`config.mk`:
```
export PLATFORM = sky130hd
export DESIGN_NAME = cla_seq_adder_ctrl
export DESIGN_NICKNAME = d
export VERILOG_FILES = /design/src/rtl/cla_seq_adder_ctrl.sv
export SDC_FILE = /design/constraint.sdc
export NUM_CORES = 1
export LEC_CHECK = 0
export CORE_AREA = 2 2 95 97
export DETAILED_ROUTE_END_ITERATION = 6
export DIE_AREA = 0 0 97 99
export PLACE_DENSITY_LB_ADDON = 0.08
export SLEW_MARGIN = 20
export SYNTH_ARGS = -nofsm -noshare
export SYNTH_HDL_FRONTEND = slang
export SYNTH_SLANG_ARGS = --single-unit
```
`constraint.sdc`:
```
create_clock -name clk -period 4.9 [get_ports clk]
set_input_delay 0.98 -clock clk [delete_from_list [all_inputs] [get_ports clk]]
set_output_delay 0.98 -clock clk [all_outputs]
set_load 0.02 [all_outputs]
```
`src/rtl/cla_seq_adder_ctrl.sv`:
```
// Sequential WIDTH-bit adder reusing one 4-bit carry-lookahead slice, LSB nibble first.
// Define CLA_SEQ_ADD_SUB_EN to add a 'sub' input for modular subtraction.
module cla_seq_adder_ctrl #(
    parameter int WIDTH = 16
) (
    input  logic             clk,
    input  logic             rst,
    input  logic             in_valid,
    output logic             in_ready,
    input  logic [WIDTH-1:0] a,
    input  logic [WIDTH-1:0] b,
    input  logic             cin,
`ifdef CLA_SEQ_ADD_SUB_EN
    input  logic             sub,
`endif
    output logic             out_valid,
    input  logic             out_ready,
    output logic [WIDTH-1:0] sum,
    output logic             cout,
    output logic             busy
);

    localparam int NIBBLES = WIDTH / 4;
    localparam int IDX_W   = (NIBBLES > 1) ? $clog2(NIBBLES) : 1;
    localparam logic [IDX_W-1:0] LAST = IDX_W'(NIBBLES - 1);

    localparam logic [1:0] S_IDLE = 2'd0;
    localparam logic [1:0] S_RUN  = 2'd1;
    localparam logic [1:0] S_DONE = 2'd2;

    logic [1:0]       state;
    logic [IDX_W-1:0] idx;
    logic [WIDTH-1:0] a_q;
    logic [WIDTH-1:0] b_q;
    logic             carry_q;
    logic [WIDTH-1:0] sum_q;
    logic             cout_q;

    logic [3:0] na;
    logic [3:0] nb;
    logic [3:0] p;
    logic [3:0] g;
    logic [4:0] c;
    logic [3:0] s;

    logic [WIDTH-1:0] b_in;
    logic             c_in;

`ifdef CLA_SEQ_ADD_SUB_EN
    assign b_in = sub ? ~b : b;
    assign c_in = sub ? 1'b1 : cin;
`else
    assign b_in = b;
    assign c_in = cin;
`endif

    always_comb begin
        na = 4'h0;
        nb = 4'h0;
        for (int n = 0; n < NIBBLES; n++) begin
            if (idx == IDX_W'(n)) begin
                na = a_q[4*n +: 4];
                nb = b_q[4*n +: 4];
            end
        end
    end

    // Two-level lookahead: every carry is derived directly from G/P and carry_q.
    always_comb begin
        p    = na ^ nb;
        g    = na & nb;
        c[0] = carry_q;
        c[1] = g[0] | (p[0] & carry_q);
        c[2] = g[1] | (p[1] & g[0]) | (p[1] & p[0] & carry_q);
        c[3] = g[2] | (p[2] & g[1]) | (p[2] & p[1] & g[0])
             | (p[2] & p[1] & p[0] & carry_q);
        c[4] = g[3] | (p[3] & g[2]) | (p[3] & p[2] & g[1])
             | (p[3] & p[2] & p[1] & g[0])
             | (p[3] & p[2] & p[1] & p[0] & carry_q);
        s    = p ^ c[3:0];
    end

    always_ff @(posedge clk) begin
        if (rst) begin
            state   <= S_IDLE;
            idx     <= '0;
            a_q     <= '0;
            b_q     <= '0;
            carry_q <= 1'b0;
            sum_q   <= '0;
            cout_q  <= 1'b0;
        end else begin
            case (state)
                S_IDLE: begin
                    if (in_valid) begin
                        a_q     <= a;
                        b_q     <= b_in;
                        carry_q <= c_in;
                        idx     <= '0;
                        sum_q   <= '0;
                        cout_q  <= 1'b0;
                        state   <= S_RUN;
                    end
                end
                S_RUN: begin
                    for (int n = 0; n < NIBBLES; n++) begin
                        if (idx == IDX_W'(n)) sum_q[4*n +: 4] <= s;
                    end
                    carry_q <= c[4];
                    if (idx == LAST) begin
                        cout_q <= c[4];
                        idx    <= '0;
                        state  <= S_DONE;
                    end else begin
                        idx <= idx + 1'b1;
                    end
                end
                S_DONE: begin
                    if (out_ready) state <= S_IDLE;
                end
                default: state <= S_IDLE;
            endcase
        end
    end

    assign in_ready  = (state == S_IDLE);
    assign out_valid = (state == S_DONE);
    assign busy      = (state != S_IDLE);
    assign sum       = sum_q;
    assign cout      = cout_q;

endmodule
```
==> flow_metrics.tcl, run 1 <==
set metrics [dict create \
    status "completed" \
    drtPass1Iterations 5 \
    irDropWorstVdd_mv 0.109 \
    dieArea_mm2 0.00960 \
    syn_inst 315 \
    routedWlPerCell_um 13.4 \
    tritoncts "done" \
    diodes 0 \
    core-area_mm2 0.00855 \
    maxSlewHeadroom_pct 35.9 \
    crit_path_start "idx[0]$_SDFFE_PP0P_" \
    synth_top_cell_by_area "dfxtp_1" \
    yosysTopAreaCellShare_pct 43.3 \
    cts_buffers 5 \
    finalCriticalPeriod_ns 2.83 \
    ys.warnings.count 0 \
    rr_worst_depth 10 \
    port-buffer-count 56 \
    final_area_mm2 0.00321 \
    synth_nets 362 \
    grt_usage_pct 13.4 \
    worstReg2RegEnd "sum[1]$_SDFFE_PP0P_" \
    clk_latency_ns 0.30 \
    postRouteAntennaNets 0 \
    drv_cap 0 \
    worstSetupEndpointType "flip-flop" \
    cts-hold-fix-buffers 0 \
    final_nets 404 \
    drive_above_1_share_pct 5.31 \
    worstSetupPathType "flip-flop to flip-flop" \
    ys_seq_elements 54 \
    pin_count 57 \
    grt_pass1_wl_um 10400 \
    reg2reg_slack_ns 2.07 \
    setup-tns-final_ns 0 \
    dr_total_vias 2153 \
    die_y_um 99 \
    drt-vias-per-instance 4.62 \
    start_util_pct 29.2 \
    finalSetupViolations 0 \
    clk_pin_slew_worst_paths_ns 0.10 \
    synth_area_per_cell_um2 7.93 \
    wl_um 6240 \
    syn2layout_area_growth_pct 28.4 \
    fmax_mhz 353 \
    fp.dieW_um 97 \
    worst_ep_arrival_time_ns 3.07 \
    hold_class "flip-flop to flip-flop" \
    syn_area_mm2 0.00250 \
    drtIter0Drc 97 \
    antenna_found_initial 0 \
    fin_skew_ns 0.00744 \
    crit_required_ns 5.13 \
    cts_num_sinks 54 \
    place_congestion 0.731 \
    dp_hpwl_um 4470 \
    yosysSeqAreaShare_pct 43.3 \
    slew_viol_final 0 \
    root_buffer "clkbuf_8" \
    holdPathStages 2 \
    ys_types 33 \
    min_period_over_period_pct 57.8 \
    overflow 0 \
    grt_pass1_vias 2097 \
    p_per_area_mw_per_mm2 292 \
    worst_pin_slew_ns 0.962 \
    cts_setup_buffers 0 \
    p_leak_nw 1.21 \
    r2r_start "idx[0]$_SDFFE_PP0P_" \
    htreeDepth 2 \
    drc 0 \
    cts-resized-gates 0 \
    cp_max_fo 16 \
    synth.area.top_cells "dfxtp_1 (43%), nand2_1 (13%), a21oi_1 (10%)" \
    fp-row-count 34 \
    rsz0062_at_grt "no" \
    grt_max_degree 52 \
    crit_end "sum[1]$_SDFFE_PP0P_" \
    placedInstanceArea_mm2 0.00310 \
    hold_viol 0 \
    cts_buffer_depth 2 \
    start_kind "flip-flop" \
]
-- cells in the final DEF (no fill, tap or decap), types with 4 or more instances in the layout --
| cell | count |
|---|---|
| mux2i_1 | 8 |
| ha_1 | 9 |
| clkbuf_8 | 5 |
| o21ai_0 | 6 |
| clkdlybuf4s50_1 | 55 |
| a21o_1 | 5 |
| dfxtp_1 | 54 |
| a21oi_2 | 5 |
| nand3b_1 | 9 |
| nor2_1 | 20 |
| a32o_1 | 4 |
| o2bb2ai_1 | 5 |
| inv_1 | 8 |
| nand2_1 | 86 |
| a21oi_1 | 52 |
-- cells in the mapped netlist (all sizes together) --
master / instances
a41o: 1
or2b: 1
a21o: 5
xnor2: 1
nand2: 87
dfxtp: 54
a211oi: 1
a22oi: 2
nand2b: 2
a311oi: 2
o2bb2ai: 5
o21bai: 1
nor2: 22
a31oi: 1
ha: 9
o21ai: 6
nor2b: 2
clkbuf: 8
mux2i: 8
fa: 1
and2: 1
a32o: 4
nand3b: 9
inv: 8
o21a: 1
buf: 13
nor3: 1
a21oi: 57
xor2: 2
-- metrics by stage --
stage                     total power [mW]  utilization (%)  cells  hold WS [ns]  setup WS, ns
after floorplan                      0.590                -    315         0.436          2.43
after global placement               0.655             36.2    458         0.446          2.08
after detailed placement             0.657             36.2    458         0.452          2.06
after CTS                            0.954             37.5    466         0.467          2.01
after global routing                 0.989             37.5    466         0.482          1.68
final                                0.937             37.5    466         0.463          2.07
-- registers in the layout (all words and copies together) (netlist names) --
register,cells
b_q,16
idx,2
sum,16
carry_q,1
a_q,16
cout,1
state,2
-- worst min-delay path by stage --
| stage | startpoint | end | slack, ns |
|---|---|---|---|
| CTS | a_q[10]$_SDFFE_PP0P_ | a_q[10]$_SDFFE_PP0P_ | 0.47 |
| detailed placement | a_q[15]$_SDFFE_PP0P_ | a_q[15]$_SDFFE_PP0P_ | 0.45 |
| floorplan | a_q[0]$_SDFFE_PP0P_ | a_q[0]$_SDFFE_PP0P_ | 0.44 |
| global route | a_q[10]$_SDFFE_PP0P_ | a_q[10]$_SDFFE_PP0P_ | 0.48 |
| global placement | a_q[13]$_SDFFE_PP0P_ | a_q[13]$_SDFFE_PP0P_ | 0.45 |
| finish | a_q[2]$_SDFFE_PP0P_ | a_q[2]$_SDFFE_PP0P_ | 0.46 |
-- critical path: stages (launching register included) --
cell	delay, ns
dfxtp_1	0.36
inv_1	0.09
ha_1	0.52
inv_1	0.18
a311oi_1	0.34
a21oi_1	0.12
fa_1	0.45
xor2_1	0.16
nor2_1	0.31
mux2i_1	0.13
nor2_1	0.11
-- cell families (layout without fill, tap and decap cells) --
group	Yosys count	in the layout	share of synthesized area, %
flip-flops	54	54	43.3
XOR/XNOR	3	3	1.05
adder cells (fa/ha/maj)	10	10	5.31
multiplexers	8	8	3.20
buffers and inverters	29	72	4.91
AND/OR/NAND/NOR	125	125	21.2
AO/OA/AOI/OAI	86	86	21.1
-- cell type report --
type / count / area, um2
Timing Repair Buffer: 56 / 556
Inverter: 8 / 30.0
Clock buffer: 5 / 68.8
Tap cell: 108 / 135
Sequential cell: 54 / 1080
Fill cell: 935 / 5340
Clock inverter: 3 / 40.0
Multi-Input combinational cell: 232 / 1300
-- layer usage --
metal	vias to the layer above	wire [um]	part of all wire (%)	GRT usage (%)
met5	-	0	0	0
met1	965	3330	53	19.7
li1	1142	-	-	-
met3	5	232	3.7	2.70
met4	0	60	0.96	3.58
met2	41	2610	42	19.9
-- where the power goes --
part	leakage, nW	internal [mW]	switching [mW]
logic	0.712	0.0766	0.0889
registers	0.441	0.461	0.0167
clock network	0.0579	0.151	0.142
total	1.21	0.689	0.248
Note: power is estimated with default switching activity, not from simulation.
==> inputs of run 2 (changes only) <==
- clock period: 4.9 -> 2.4 ns (I/O delays scaled with it)
==> run 2 against run 1 <==
Final cell count increased by 6.0%. Clock power increased by 80%. Register-to-register slack got worse by 2.0 ns. Largest power group unchanged. Largest cell class unchanged.
==> flow_metrics.tcl, run 2 (same netlist as run 1, synthesis figures left out) <==
set metrics [dict create \
    dp_hpwl_um 4670 \
    routedWlPerCell_um 13.5 \
    diodes 0 \
    grt_pass1_wl_um 11200 \
    clk_latency_ns 0.31 \
    htreeDepth 2 \
    drt-vias-per-instance 4.67 \
    worstSetupEndpointType "flip-flop" \
    place_congestion 0.714 \
    worst_pin_slew_ns 0.493 \
    clk_pin_slew_worst_paths_ns 0.11 \
    drtPass1Iterations 4 \
    hold_class "flip-flop to flip-flop" \
    grt_max_degree 33 \
    grt_usage_pct 14.1 \
    wl_um 6660 \
    dr_total_vias 2309 \
    drv_cap 0 \
    fin_skew_ns 0.00990 \
    start_util_pct 29.2 \
    rsz0062_at_grt "yes" \
    overflow 0 \
    cts_num_sinks 54 \
    maxSlewHeadroom_pct 67.1 \
    drive_above_1_share_pct 16.6 \
    cts_buffer_depth 2 \
    p_per_area_mw_per_mm2 544 \
    root_buffer "clkbuf_8" \
    multiInputGateArea_mm2 0.00140 \
    fp-row-count 34 \
    seqCellArea_mm2 0.00109 \
    mostFrequentLayoutCell "nand2_1" \
    cts_buffers 5 \
    crit_required_ns 2.62 \
    fill_cells 891 \
    drc 0 \
    dieArea_mm2 0.00960 \
    fmax_mhz 420 \
    status "completed" \
    antenna_found_initial 0 \
    syn2layout_area_growth_pct 41.3 \
    final_nets 432 \
    grt_pass1_vias 2318 \
    start_kind "flip-flop" \
    worst_ep_arrival_time_ns 2.60 \
    pin_count 57 \
    core-area_mm2 0.00855 \
    irDropWorstVdd_mv 0.301 \
    fp.dieW_um 97 \
    drtIter0Drc 59 \
    postRouteAntennaNets 0 \
    tritoncts "done" \
    whs_ns 0.464 \
    min_period_over_period_pct 99.3 \
    die_y_um 99 \
    final_util_pct 41.3 \
    final_cell_mix "nand2_1 (87), clkdlybuf4s50_1 (55), a21oi_1 (51), dfxtp_1 (51), buf_4 (25)" \
    cts-hold-fix-buffers 0 \
    port-buffer-count 56 \
    p_leak_nw 1.37 \
    finalSetupViolations 0 \
    cp_max_fo 6 \
    slew_viol_final 0 \
    hold_viol 0 \
    worstSetupPathType "flip-flop to flip-flop" \
    finalCriticalPeriod_ns 2.38 \
]
-- run 2: changes by cell type in the layout (fill, tap and decap cells not counted), moves of 3 or more --
cell       before  now
dfxtp_1        54   51
o2bb2ai_2       0    4
buf_4           0   25
inv_1           8    5
ha_1            9    5
o2bb2ai_1       5    1
ha_4            0    4
buf_6           0    3
-- run 2: layer usage --
metal,track usage [%],part of all wire (%)
met5,0,0
met4,3.25,0.69
met3,2.84,3.5
met2,22.1,45
met1,20.1,51
-- run 2: worst paths after layout --
kind	startpoint	endpoint	slack, ns	cells past startpoint
hold / removal	a_q[4]$_SDFFE_PP0P_	a_q[4]$_SDFFE_PP0P_	0.46	2
hold reg to reg	a_q[4]$_SDFFE_PP0P_	a_q[4]$_SDFFE_PP0P_	0.46	2
setup / recovery	idx[1]$_SDFFE_PP0P_	sum[10]$_SDFFE_PP0P_	0.02	12
setup reg to reg	idx[1]$_SDFFE_PP0P_	sum[10]$_SDFFE_PP0P_	0.02	12
-- run 2: area by class of cell --
cell class,count,area share [%]
Multi-Input combinational cell,232,39.8
Tap cell,108,3.83
Sequential cell,54,30.8
Clock inverter,3,0.709
Inverter,8,0.922
Clock buffer,5,1.95
Timing Repair Buffer,84,22.0
-- run 2: metrics by stage --
| step | area [um2] | cells | setup TNS [ns] | setup slack (ns) | total power [mW] |
|---|---|---|---|---|---|
| finish | 3530 | 494 | 0 | 0.0166 | 1.92 |
| global route | 3530 | 494 | -1.42 | -0.131 | 2.02 |
| CTS | 3440 | 490 | 0 | 0.00259 | 1.92 |
| detailed placement | 3240 | 477 | -2.26 | -0.243 | 1.37 |
| global placement | 3240 | 477 | -1.86 | -0.212 | 1.37 |
| floorplan | 2500 | 315 | 0 | 0.00362 | 1.20 |
-- run 2: timing repair --
action | CTS | global route
buffers inserted | 5 | 4
setup endpoints to repair | 18 | 15
gates resized for setup | 21 | 14
cloned | 0 | 0
pin swaps | 5 | 13
-- run 2: where the power goes --
group / switching, mW / leakage, nW / internal (mW) / total [mW]
Combinational: 0.207 / 0.882 / 0.208 / 0.415
Sequential: 0.0355 / 0.443 / 0.942 / 0.978
Clock: 0.317 / 0.0447 / 0.211 / 0.528
Total: 0.559 / 1.37 / 1.36 / 1.92
-- run 2: critical path, cell delays in order, from the launching register on --
cell       delay [ns]
dfxtp_2          0.36
inv_4            0.05
ha_4             0.17
buf_6            0.12
nand3b_1         0.16
a311oi_2         0.31
a21o_1           0.19
ha_4             0.22
a21o_1           0.19
a21oi_2          0.15
xor2_1           0.15
buf_4            0.17
o2bb2ai_2        0.05
==> inputs of run 3 (changes only) <==
- SLEW_MARGIN: 20 -> unset
==> results of run 3 <==
No change in the layout: final DEF, timing and power equal those of run 2.
